==> src/rtl/of_pkg.sv <==
// Shared widths, register-file constants and types for the operand-fetch stage.
package of_pkg;
  localparam int DATA_W    = 32;
  localparam int ADDR_W    = 4;
  localparam int PC_REG    = 15;
  localparam int PC_OFFSET = 8;
  localparam int NUM_REGS  = 1 << ADDR_W;

  typedef logic [DATA_W-1:0] word_t;
  typedef logic [ADDR_W-1:0] reg_addr_t;
endpackage

==> src/rtl/of_scoreboard.sv <==
// Pending-write scoreboard: one bit per architectural register, R15 excluded.
// Produces the read-after-write hazard for the two source operands.
module of_scoreboard #(
  parameter int ADDR_W = of_pkg::ADDR_W
) (
  input  logic              clk,
  input  logic              reset,
  input  logic              set_en,
  input  logic [ADDR_W-1:0] set_addr,
  input  logic              clr_en,
  input  logic [ADDR_W-1:0] clr_addr,
  input  logic [ADDR_W-1:0] rn,
  input  logic [ADDR_W-1:0] rm,
  input  logic              use_imm,
  input  logic              mask_a,
  input  logic              mask_b,
  output logic              hazard
);
  localparam int NUM = 1 << ADDR_W;
  localparam logic [ADDR_W-1:0] PC_ADDR = ADDR_W'(of_pkg::PC_REG);

  logic [NUM-1:0] pending;
  logic [NUM-1:0] set_mask;
  logic [NUM-1:0] clr_mask;
  logic           hazard_a;
  logic           hazard_b;

  always_comb begin
    set_mask = '0;
    clr_mask = '0;
    if (set_en && set_addr != PC_ADDR) set_mask[set_addr] = 1'b1;
    if (clr_en && clr_addr != PC_ADDR) clr_mask[clr_addr] = 1'b1;
  end

  // Clear applied first so a same-edge issue to the same register stays pending.
  always_ff @(posedge clk or posedge reset) begin
    if (reset) pending <= '0;
    else       pending <= (pending & ~clr_mask) | set_mask;
  end

  assign hazard_a = (rn != PC_ADDR) && pending[rn] && !mask_a;
  assign hazard_b = !use_imm && (rm != PC_ADDR) && pending[rm] && !mask_b;
  assign hazard   = hazard_a | hazard_b;
endmodule

==> src/rtl/operand_fetch.sv <==
// Operand fetch stage: reads sources, applies PC/immediate selection, stalls on
// pending writes. Define OPERAND_FETCH_FORWARD_EN to bypass same-cycle writeback.
module operand_fetch #(
  parameter int DATA_W    = of_pkg::DATA_W,
  parameter int ADDR_W    = of_pkg::ADDR_W,
  parameter int PC_OFFSET = of_pkg::PC_OFFSET
) (
  input  logic              clk,
  input  logic              reset,
  input  logic              in_valid,
  output logic              in_ready,
  input  logic [ADDR_W-1:0] in_rn,
  input  logic [ADDR_W-1:0] in_rm,
  input  logic [ADDR_W-1:0] in_rd,
  input  logic              in_wr_dest,
  input  logic              in_use_imm,
  input  logic [DATA_W-1:0] in_imm,
  input  logic [DATA_W-1:0] in_pc,
  output logic [ADDR_W-1:0] rf_read_addr1,
  output logic [ADDR_W-1:0] rf_read_addr2,
  input  logic [DATA_W-1:0] rf_read_data1,
  input  logic [DATA_W-1:0] rf_read_data2,
  input  logic              wb_wr_en,
  input  logic [ADDR_W-1:0] wb_write_addr,
  input  logic [DATA_W-1:0] wb_write_data,
  output logic              out_valid,
  input  logic              out_ready,
  output logic [DATA_W-1:0] out_op_a,
  output logic [DATA_W-1:0] out_op_b,
  output logic [ADDR_W-1:0] out_rd,
  output logic              out_wr_dest,
  output logic [15:0]       stall_count
);
  localparam logic [ADDR_W-1:0] PC_ADDR = ADDR_W'(of_pkg::PC_REG);

  logic              hazard;
  logic              accept;
  logic              fwd_a;
  logic              fwd_b;
  logic [DATA_W-1:0] pc_val;
  logic [DATA_W-1:0] src_a;
  logic [DATA_W-1:0] src_b;

  assign rf_read_addr1 = in_rn;
  assign rf_read_addr2 = in_rm;

`ifdef OPERAND_FETCH_FORWARD_EN
  assign fwd_a = wb_wr_en && (wb_write_addr == in_rn) && (in_rn != PC_ADDR);
  assign fwd_b = wb_wr_en && (wb_write_addr == in_rm) && (in_rm != PC_ADDR);
`else
  assign fwd_a = 1'b0;
  assign fwd_b = 1'b0;
`endif

  assign pc_val = in_pc + DATA_W'(PC_OFFSET);

  always_comb begin
    src_a = rf_read_data1;
    if (in_rn == PC_ADDR) src_a = pc_val;
    else if (fwd_a)       src_a = wb_write_data;
  end

  always_comb begin
    src_b = rf_read_data2;
    if (in_use_imm)            src_b = in_imm;
    else if (in_rm == PC_ADDR) src_b = pc_val;
    else if (fwd_b)            src_b = wb_write_data;
  end

  of_scoreboard #(.ADDR_W(ADDR_W)) u_sb (
    .clk      (clk),
    .reset    (reset),
    .set_en   (accept && in_wr_dest),
    .set_addr (in_rd),
    .clr_en   (wb_wr_en),
    .clr_addr (wb_write_addr),
    .rn       (in_rn),
    .rm       (in_rm),
    .use_imm  (in_use_imm),
    .mask_a   (fwd_a),
    .mask_b   (fwd_b),
    .hazard   (hazard)
  );

  assign in_ready = (!out_valid || out_ready) && !hazard;
  assign accept   = in_valid && in_ready;

  always_ff @(posedge clk or posedge reset) begin
    if (reset) begin
      out_valid   <= 1'b0;
      out_op_a    <= '0;
      out_op_b    <= '0;
      out_rd      <= '0;
      out_wr_dest <= 1'b0;
    end else if (accept) begin
      out_valid   <= 1'b1;
      out_op_a    <= src_a;
      out_op_b    <= src_b;
      out_rd      <= in_rd;
      out_wr_dest <= in_wr_dest;
    end else if (out_ready) begin
      out_valid   <= 1'b0;
    end
  end

  always_ff @(posedge clk or posedge reset) begin
    if (reset)                                             stall_count <= '0;
    else if (in_valid && hazard && stall_count != 16'hFFFF) stall_count <= stall_count + 16'd1;
  end
endmodule

==> config.mk <==
export PLATFORM = sky130hd
export DESIGN_NAME = operand_fetch
export DESIGN_NICKNAME = d
export VERILOG_FILES = /design/src/rtl/of_pkg.sv /design/src/rtl/of_scoreboard.sv /design/src/rtl/operand_fetch.sv
export SDC_FILE = /design/constraint.sdc
export NUM_CORES = 1
export LEC_CHECK = 0
export CAP_MARGIN = 20
export CORE_MARGIN = 1
export CORE_UTILIZATION = 38
export DETAILED_ROUTE_END_ITERATION = 6
export GPL_TIMING_DRIVEN = 0
export PLACE_DENSITY_LB_ADDON = 0.2
export SETUP_SLACK_MARGIN = 0.5
export SLEW_MARGIN = 20
export SYNTH_ARGS = -nofsm -noshare
export SYNTH_HDL_FRONTEND = slang
export SYNTH_HIERARCHICAL = 1
export SYNTH_SLANG_ARGS = --single-unit
==> constraint.sdc <==
create_clock -name clk -period 2.6 [get_ports clk]
set_clock_uncertainty 0.05 [all_clocks]
set_input_delay 0.26 -clock clk [delete_from_list [all_inputs] [get_ports clk]]
set_output_delay 0.26 -clock clk [all_outputs]
set_load 0.02 [all_outputs]
Yosys cells after proc, flatten, opt, wreduce, memory -nomap -nowiden
Index checks and enable logic that the tools add are counted.
W data, S select, Z words.

storage, ports and cells
  register bits after elaboration = 102
  input bits = 183
  output and inout bits = 95
  word-level logic and storage cells = 58

operators by class
  $add $sub $neg = 2
  magnitude comparators = 6
  eq/ne operators = 7
  multiplexer cells = 15
  bitwise logic cells = 4
  reduce and logical (&&, ||, !) cells = 17

operator list
  kind                     count
  $mux W32                 3
  $add A32 B4 Y32 const B  1
  $mux W16                 2
  $lt A4 B5 Y1 const B     4
  $add A16 B1 Y16 const B  1
  $and A16 B16 Y16         1
  $ne A16 B16 Y1 const B   1
  $ne A4 B4 Y1 const B     4
  $not A16 Y16             1
  $or A16 B16 Y16          1
  $logic_and A1 B1 Y1      12
  $bmux W1 S4              2
  $demux W1 S4             2
  $eq A4 B4 Y1 const B     2
  $ge A4 B1 Y1 const B     2
  $mux W1                  6
  $logic_not A1 Y1         3
  $reduce_bool A2 Y1       1
  $logic_or A1 B1 Y1       1
  $or A1 B1 Y1             1

Logic depth before layout (Yosys ltp)
Gate-level depths: netlist of the first run.

  depth in word-level cells = 11
  depth in mapped cells = 12
  mapped depth without buffers = 9

Modules after synthesis
Netlist of the first run, hierarchy kept.

modules (own cells, without submodules)
  module         instances  cells each  area each (um^2)
  operand_fetch  1          600         4964.8
  of_scoreboard  1          90          922.1

Worst setup path before layout of the first run
Ideal clock, no wire load.

  kind = input to register
  start point = input in_rn[0]
  end point = register out_op_b[11]
  setup time = 0.129 ns
  arrival = 2.278 ns
  data required time = 2.421 ns
  path slack = 0.143 ns
  stages = 11
  buffers on the path = 3
  cells stage by stage = buf_2 -> mux4_2 -> o211ai_1 -> nand4_1 -> nor2b_1 -> and2_1 -> clkbuf_1 -> buf_2 -> o211ai_1 -> o21ai_0 -> o21ai_0

on the way
  cells in the longest elaborated chain, start to end = 7
  elaborated cells on any way between the ends = 8

RTL lines
  element                        line                 RTL
  start, declared                operand_fetch.sv:12  input logic [ADDR_W-1:0] in_rn,
  $bmux W1 S4                    of_scoreboard.sv:41  assign hazard_a = (rn != PC_ADDR) && pending[rn] && !mask_a;
  $mux W1 (implied by the code)  of_scoreboard.sv:41
  $logic_and A1 B1 Y1 *          of_scoreboard.sv:41
  $or A1 B1 Y1 *                 of_scoreboard.sv:43  assign hazard = hazard_a | hazard_b;
  net hazard                     operand_fetch.sv:36  logic hazard;
  $logic_not A1 Y1 *             operand_fetch.sv:85  assign in_ready = (!out_valid || out_ready) && !hazard;
  $logic_and A1 B1 Y1 *          operand_fetch.sv:85
  $logic_and A1 B1 Y1 *          operand_fetch.sv:86  assign accept = in_valid && in_ready;
  end signal, assigned           operand_fetch.sv:98  out_op_b <= src_b;
  end, declared                  operand_fetch.sv:29  output logic [DATA_W-1:0] out_op_b,

Mark *: on every way through the listed nets, which the timed path passes. The rest lies on a longest branch. The select of a mux whose other input is x is not followed.
A chain may end at the register's enable or synchronous reset.

Worst setup path after layout of the first run
  start point = register u_sb.pending[13]
  end point = register out_op_b[22]

on the way
  cells in the longest elaborated chain, start to end = 7
  elaborated cells on any way between the ends = 10

RTL lines
  element                                 line                                      RTL
  start, declared                         of_scoreboard.sv:22                       logic [NUM-1:0] pending;
  start signal, assigned                  of_scoreboard.sv:38                       else pending <= (pending & ~clr_mask) | set_mask;
  $bmux W1 S4 (on tied branches)          of_scoreboard.sv:41, of_scoreboard.sv:42
  $mux W1 (on tied branches)              of_scoreboard.sv:41, of_scoreboard.sv:42
  $logic_and A1 B1 Y1 (on tied branches)  of_scoreboard.sv:41, of_scoreboard.sv:42
  $or A1 B1 Y1 *                          of_scoreboard.sv:43
  net hazard                              operand_fetch.sv:36
  $logic_not A1 Y1 *                      operand_fetch.sv:85
  $logic_and A1 B1 Y1 *                   operand_fetch.sv:85
  $logic_and A1 B1 Y1 *                   operand_fetch.sv:86

Marks and branches as above.

==> impl_metrics.csv, run 1 <==
group,metric,value,unit
die,rows,45,
die,ios,278,
clock_tree,clock_latency,350,ps
die,initial_utilization,38.9,%
route,wl_met2,11.1,mm
global_route,grt_usage,27.7,%
critical_path,slowest_stage,"mux4_2",
power_and_ir_drop,p_total,5.81,mW
power_and_ir_drop,irDropWorstVdd,353,uV
logic_synthesis,synth_ff_type,"dfrtp_1",
critical_path,arrival,2700,ps
critical_path,crit_top_cell,"o21ai_1",
critical_path,cp_data_required_time,2780,ps
layout,drive_gt1_share,16.0,%
timing,hold_viol_final,0,
logic_synthesis,synth_top_area_share,42.9,%
critical_path,critPathKind,"reg2reg",
route,drtIter0Drc,381,
job,max-cap-violations,0,
clock_tree,htree_num_levels,3,
clock_tree,clockBufferDepth,2,
clock_tree,cts_tree,"yes",
logic_synthesis,synth_cells,690,
power_and_ir_drop,p_leak,3.97,nW
layout,fill_cells,1250,
logic_synthesis,yosys_warnings,6,
logic_synthesis,yosysSeqAreaShare,42.9,%
timing,worst-slew-pin-transition,755,ps
logic_synthesis,synth_edf_count,0,
layout,syn_to_final_growth,67.6,%
critical_path,cp_max_fo,8,
logic_synthesis,synth.distinct_cells,62,
route,route.detailed.drc,0,
global_route,gr-total-overflow,0,
timing,max_slew_margin,49.2,%
placement,place.gp.congestion,0.889,
logic_synthesis,synth.area.top_cells,"dfrtp_1 (43%), o21ai_0 (8.4%), nand2_1 (7.3%)",
critical_path,cp_top_family,"multiplexers",
route,drtAntennaViolNets,0,
critical_path,cpPeakStageDelay,470,ps
placement,io_buffers,243,
global_route,grt_max_degree,32,
route,vias,6493,
clock_tree,root_buffer,"clkbuf_16",
placement,post-place-ws,-972,ps
route,highest_layer,"met4",
hold_path,hold_path.class,"in2async",
route,wl_met1,9.16,mm
route,vias_per_cell,5.53,
logic_synthesis,synth_area,5890,um2
clock_tree,clkTransAtPathRegs,70,ps
power_and_ir_drop,power_density,589,nW/um2
placement,dp_hpwl,16.8,mm
global_route,grt_pass1_vias,6359,
critical_path,cp_cell_sequence,"mux4_2 -> mux2i_1 -> or4_1 -> nand4_1 -> buf_6 -> nor2b_4 -> and2_4 -> clkbuf_16 -> buf_8 -> o211ai_1 -> o21ai_1 -> o21ai_1",
critical_path,startpoint_type,"flip-flop",
timing,fin_crit_sh,96.6,%
die,die_y,126,um
die,die_area,16000,um2
route,wire_per_inst,19.2,um
route,drt-total-wl,22.6,mm
die,die_w,126,um
die,core,15100,um2
logic_synthesis,synth_area_per_cell,8.53,um2
outcome,status,"completed",
critical_path,critical_path_buf_inv_count,3,
clock_tree,cts.sinks,101,
logic_synthesis,synth_top_area_cell,"dfrtp_1",
timing,fmax,0.398,GHz
layout,nets,1167,
timing,period_needed,2510,ps
logic_synthesis,synth-seq-cells,101,
logic_synthesis,async_flop_share,100,%
route,dr.pass1.iters,5,
layout,final_core_util,65.1,%
global_route,grt_antenna_before_repair,0,
global_route,grt_pass1_wl,34.1,mm
timing,finalMaxSlewViolations,0,
layout,diodes,0,
timing,fin_ws,88.7,ps
clock_tree,numCtsBuffers,9,
critical_path,end_kind,"flip-flop",
timing,setup_viol,0,
route,met3_length,1.43,mm
timing,rsz0062_at_grt,"true",
cell usage in the layout, fill, tap and decap left out, types with 5 or more instances in the layout:
cell type,instances
clkdlybuf4s50_1,238
nand2_1,110
dfrtp_1,101
o21ai_1,53
nor2_1,47
o21ai_0,37
a21oi_1,33
buf_4,21
nor3_1,21
a31oi_1,18
clkbuf_1,17
buf_6,17
xnor2_1,16
nand3_1,15
clkbuf_16,15
o21ai_2,15
nand4_1,13
nor2_4,12
buf_12,10
xor2_1,9
o211ai_1,8
a22oi_1,8
and3_1,6
and4_1,6
nand2b_1,6
mux2i_1,6
buf_8,6
o21a_1,6
inv_1,5
o31a_1,5
nor4_1,5
mux4_2,5
cell usage after synthesis (all sizes together) (9+ instances only):
| cell | number |
|---|---|
| xnor2 | 17 |
| nand2 | 116 |
| nor3 | 24 |
| a21oi | 33 |
| a31oi | 20 |
| dfrtp | 101 |
| o21ai | 105 |
| xor2 | 9 |
| nor2 | 60 |
| nand4 | 16 |
| buf | 19 |
| nand3 | 20 |
| clkbuf | 29 |
cell type report:
class	instances	area (um2)	area share (%)
sequential	101	2530	25.6
buffer	48	428	4.34
multi-input combinational	538	3450	35.0
inverter	6	26.3	0.266
clock buffer	13	260	2.64
tap	188	235	2.38
clock inverter	3	43.8	0.444
timing repair buffer	278	2890	29.3
final timing paths:
check,from,to,slack [ps],cells past startpoint
setup / recovery,u_sb/pending[13]$_DFF_PP0_,out_op_b[22]$_DFFE_PP0P_,90,12
hold / removal,reset,out_rd[3]$_DFFE_PP0P_,130,2
setup reg to reg,u_sb/pending[13]$_DFF_PP0_,out_op_b[22]$_DFFE_PP0P_,90,12
hold reg to reg,out_rd[3]$_DFFE_PP0P_,out_rd[3]$_DFFE_PP0P_,430,2
max in group asynchronous,reset,out_op_a[30]$_DFFE_PP0P_,1750,4
min in group clk,in_pc[5],out_op_a[11]$_DFFE_PP0P_,380,4
logic make-up after synthesis:
logic type | share of synthesized area [%]
simple gates | 24.4
other cells | 0.0637
buf+inv | 4.40
fa+ha+maj | 0.425
xor+xnor | 3.87
mux | 3.51
flops | 42.9
compound gates | 20.4
worst register-to-register path: stages, from the launching register on:
cell	delay [ps]
dfrtp_1	400
mux4_2	470
mux2i_1	160
or4_1	130
nand4_1	90
buf_6	160
nor2b_4	160
and2_4	190
clkbuf_16	150
buf_8	120
o211ai_1	120
o21ai_1	130
o21ai_1	80
metrics by stage:
step	TNS, ps	area, um2	cells	hold slack, ps
after CTS	0	9400	1163	128
after global placement	-76280	8630	1124	408
after global routing	-37.9	9860	1175	144
after floorplan	0	5960	693	111
final	0	9860	1175	129
after detailed placement	-73360	8690	1127	414
timing repair:
action	CTS	global route
gates cloned	3	3
buffers inserted	17	9
endpoints found under the setup margin	102	102
gates resized for setup	72	93
hold buffers	0	0
pin swaps	23	26
state kept, by name, summed over array words and instances (netlist names):
| register | flops |
|---|---|
| stall_count | 16 |
| out_op_b | 32 |
| out_op_a | 32 |
| out_rd | 4 |
| out_wr_dest | 1 |
| out_valid | 1 |
| u_sb/pending | 15 |
power by group:
part | switching, mW | total (mW) | internal, mW
Sequential | 0.229 | 2.11 | 1.89
Clock | 0.606 | 1.41 | 0.801
Combinational | 1.11 | 2.29 | 1.18
routing by layer:
metal / track usage (%) / vias up
met2: 47.6 / 263
met3: 6.37 / 50
li1: - / 3065
met5: 0 / -
met1: 33.5 / 3115
met4: 11.5 / 0
Note: power is estimated with default switching activity, not from simulation.
==> inputs of run 2 (changes only) <==
CORE_ASPECT_RATIO = 0.9   (was not set)
REMOVE_ABC_BUFFERS = 1   (was not set)
==> run 2 against run 1 <==
  * Sequential cell count unchanged
  * Critical path depth unchanged
  * Critical path type unchanged
  * Sequential power is essentially flat
  * Die area hardly changed
  * Final cell count decreased by 1.7%
  * Highest routed layer unchanged
  * Register-to-register slack got worse by 60 ps
  * Worst setup slack got worse by 59 ps
  * First-iteration DRC count down 10%
  * Clock-buffer cell count down 3
  * Final area decreased by 0.94%
  * Non-clock buffer count is 39 lower
==> impl_metrics.csv, run 2 (synthesis gave the netlist of run 1 again) <==
group,metric,value,unit
global_route,grt_pass1_wl,34.0,mm
power_and_ir_drop,p_total,5.99,mW
timing,period_needed,2570,ps
global_route,grt_pass1_vias,6135,
layout,layout_commonest_cell,"clkdlybuf4s50_1",
global_route,gr-total-overflow,0,
die,ios,278,
layout,reg.largest.list,"out_op_a: 32 flops, out_op_b: 32 flops, stall_count: 16 flops",
layout,nets,1138,
critical_path,critical_path_buf_inv_count,4,
power_and_ir_drop,internal_power,3.98,mW
critical_path,cp_top_family,"simple AND/OR/NAND/NOR gates",
critical_path,path_depth,12,
route,dr.pass1.iters,4,
critical_path,regToRegStartpoint,"u_sb/pending[13]$_DFF_PP0_",
layout,drive_gt1_share,17.8,%
route,drtAntennaViolNets,0,
hold_path,hold_path.class,"in2async",
route,wl_met2,11.0,mm
timing,max_slew_margin,48.8,%
route,wire_per_inst,19.8,um
route,met3_length,1.49,mm
die,initial_utilization,39.4,%
power_and_ir_drop,p_leak,3.87,nW
global_route,grt_usage,28.0,%
clock_tree,clockBufferDepth,2,
route,route.detailed.drc,0,
critical_path,arrival,2750,ps
route,drt-total-wl,22.8,mm
job,max-cap-violations,0,
power_and_ir_drop,seq_power_share,35.6,%
critical_path,cp_max_fo,3,
timing,fmax,0.389,GHz
die,die_area,16000,um2
clock_tree,cts_tree,"yes",
die,die_y,120,um
clock_tree,clock_latency,350,ps
clock_tree,clkTransAtPathRegs,70,ps
clock_tree,root_buffer,"clkbuf_16",
route,vias,6320,
clock_tree,cts.sinks,101,
timing,setup_tns,0,ps
global_route,grt_antenna_before_repair,0,
global_route,grt_max_degree,70,
layout,syn_to_final_growth,66.0,%
clock_tree,numCtsBuffers,9,
route,wl_met1,9.98,mm
critical_path,cp_data_required_time,2780,ps
power_and_ir_drop,p_comb_share,38.5,%
timing,hold_viol_final,0,
critical_path,ff2ff_path_depth,12,
route,highest_layer,"met4",
timing,setup_viol,0,
power_and_ir_drop,p_sw,2.01,mW
outcome,status,"completed",
timing,finalMaxSlewViolations,0,
critical_path,critPathKind,"reg2reg",
critical_path,cpPeakStageDelay,480,ps
critical_path,cp_cell_sequence,"mux4_2 -> mux2i_1 -> or4_1 -> nand4_1 -> buf_4 -> buf_4 -> buf_6 -> buf_6 -> nand2_4 -> nand4bb_4 -> nor3_2 -> xor2_1",
placement,place.gp.congestion,0.815,
route,drtIter0Drc,341,
timing,rsz0062_at_grt,"true",
route,vias_per_cell,5.47,
placement,io_buffers,245,
timing,worst-slew-pin-transition,768,ps
critical_path,slowest_stage,"mux4_2",
die,core,14900,um2
power_and_ir_drop,power_density,613,nW/um2
die,rows,42,
timing,fin_crit_sh,98.9,%
clock_tree,htree_num_levels,3,
power_and_ir_drop,power.share.clock,25.9,%
placement,dp_hpwl,14.2,mm
power_and_ir_drop,p_sw_share,33.5,%
power_and_ir_drop,irDropWorstVdd,373,uV
die,die_w,133,um
critical_path,startpoint,"u_sb/pending[13]$_DFF_PP0_",
critical_path,end_kind,"flip-flop",
layout,mostFrequentLayoutCells,"clkdlybuf4s50_1 (239), dfrtp_1 (101), nand2_1 (93)",
layout,diodes,0,
critical_path,startpoint_type,"flip-flop",
-- run 2: changes by cell type in the layout (fill, tap and decap cells not counted), moves of 5 or more --
| cell | change |
|---|---|
| nand2_2 | +14 |
| nor2_2 | +6 |
| buf_12 | -5 |
| buf_4 | -6 |
| and2_4 | +5 |
| o21ai_1 | -9 |
| nand2_1 | -17 |
| o21ai_0 | +12 |
| clkbuf_1 | -16 |
-- run 2: worst reg2reg max path: cells and delay by family (launching register included) --
kind / cells / cell delay (ps)
xor+xnor: 1 / 150
buf+inv: 4 / 570
flops: 1 / 400
mux: 2 / 630
simple gates: 5 / 650
-- run 2: final timing paths --
kind	to	slack (ps)
min in group clk	out_op_a[1]$_DFFE_PP0P_	420
hold reg to reg	out_op_b[2]$_DFFE_PP0P_	430
setup / recovery	stall_count[14]$_DFFE_PP0P_	30
max in group asynchronous	out_op_b[26]$_DFFE_PP0P_	1690
setup reg to reg	stall_count[14]$_DFFE_PP0P_	30
hold / removal	out_wr_dest$_DFFE_PP0P_	230
-- run 2: power groups by stage --
| stage | sequential [mW] | clock (mW) | combinational (mW) |
|---|---|---|---|
| after floorplan | 2.42 | 0 | 0.525 |
| after global placement | 2.10 | 0 | 1.88 |
| after detailed placement | 2.11 | 0 | 1.90 |
| after CTS | 2.08 | 1.57 | 2.11 |
| after global routing | 2.17 | 1.63 | 2.45 |
| final | 2.13 | 1.55 | 2.30 |
-- run 2: stage by stage --
step	setup WS (ps)	instances	area, um2	util [%]	hold slack, ps
6_report	29.4	1155	9770	65.5	231
3_5_place_dp	-1310	1093	8450	56.6	416
4_1_cts	138	1144	9290	62.3	237
2_1_floorplan	-668	645	5660	-	111
3_3_place_gp	-3640	1088	8360	56.0	410
5_1_grt	-75.6	1155	9770	65.5	284
-- run 2: cell type report --
type | instances | area (um2)
clock buffer | 10 | 229
fill | 1287 | 5150
multi-input combinational | 548 | 3670
clock inverter | 5 | 108
inverter | 6 | 27.5
tap | 198 | 248
sequential | 101 | 2530
timing repair buffer | 287 | 2970
-- run 2: timing repair --
action	CTS	global route
setup buffers	28	7
hold buffers	0	0
endpoints found under the setup margin	102	102
cloned	8	4
gates resized for setup	84	110
pin swaps	28	37
-- run 2: layer usage --
metal	GRT usage (%)	vias to the layer above
met5	0	-
met4	8.74	0
met3	6.04	26
met2	46.2	225
met1	36.5	3043
li1	-	3026
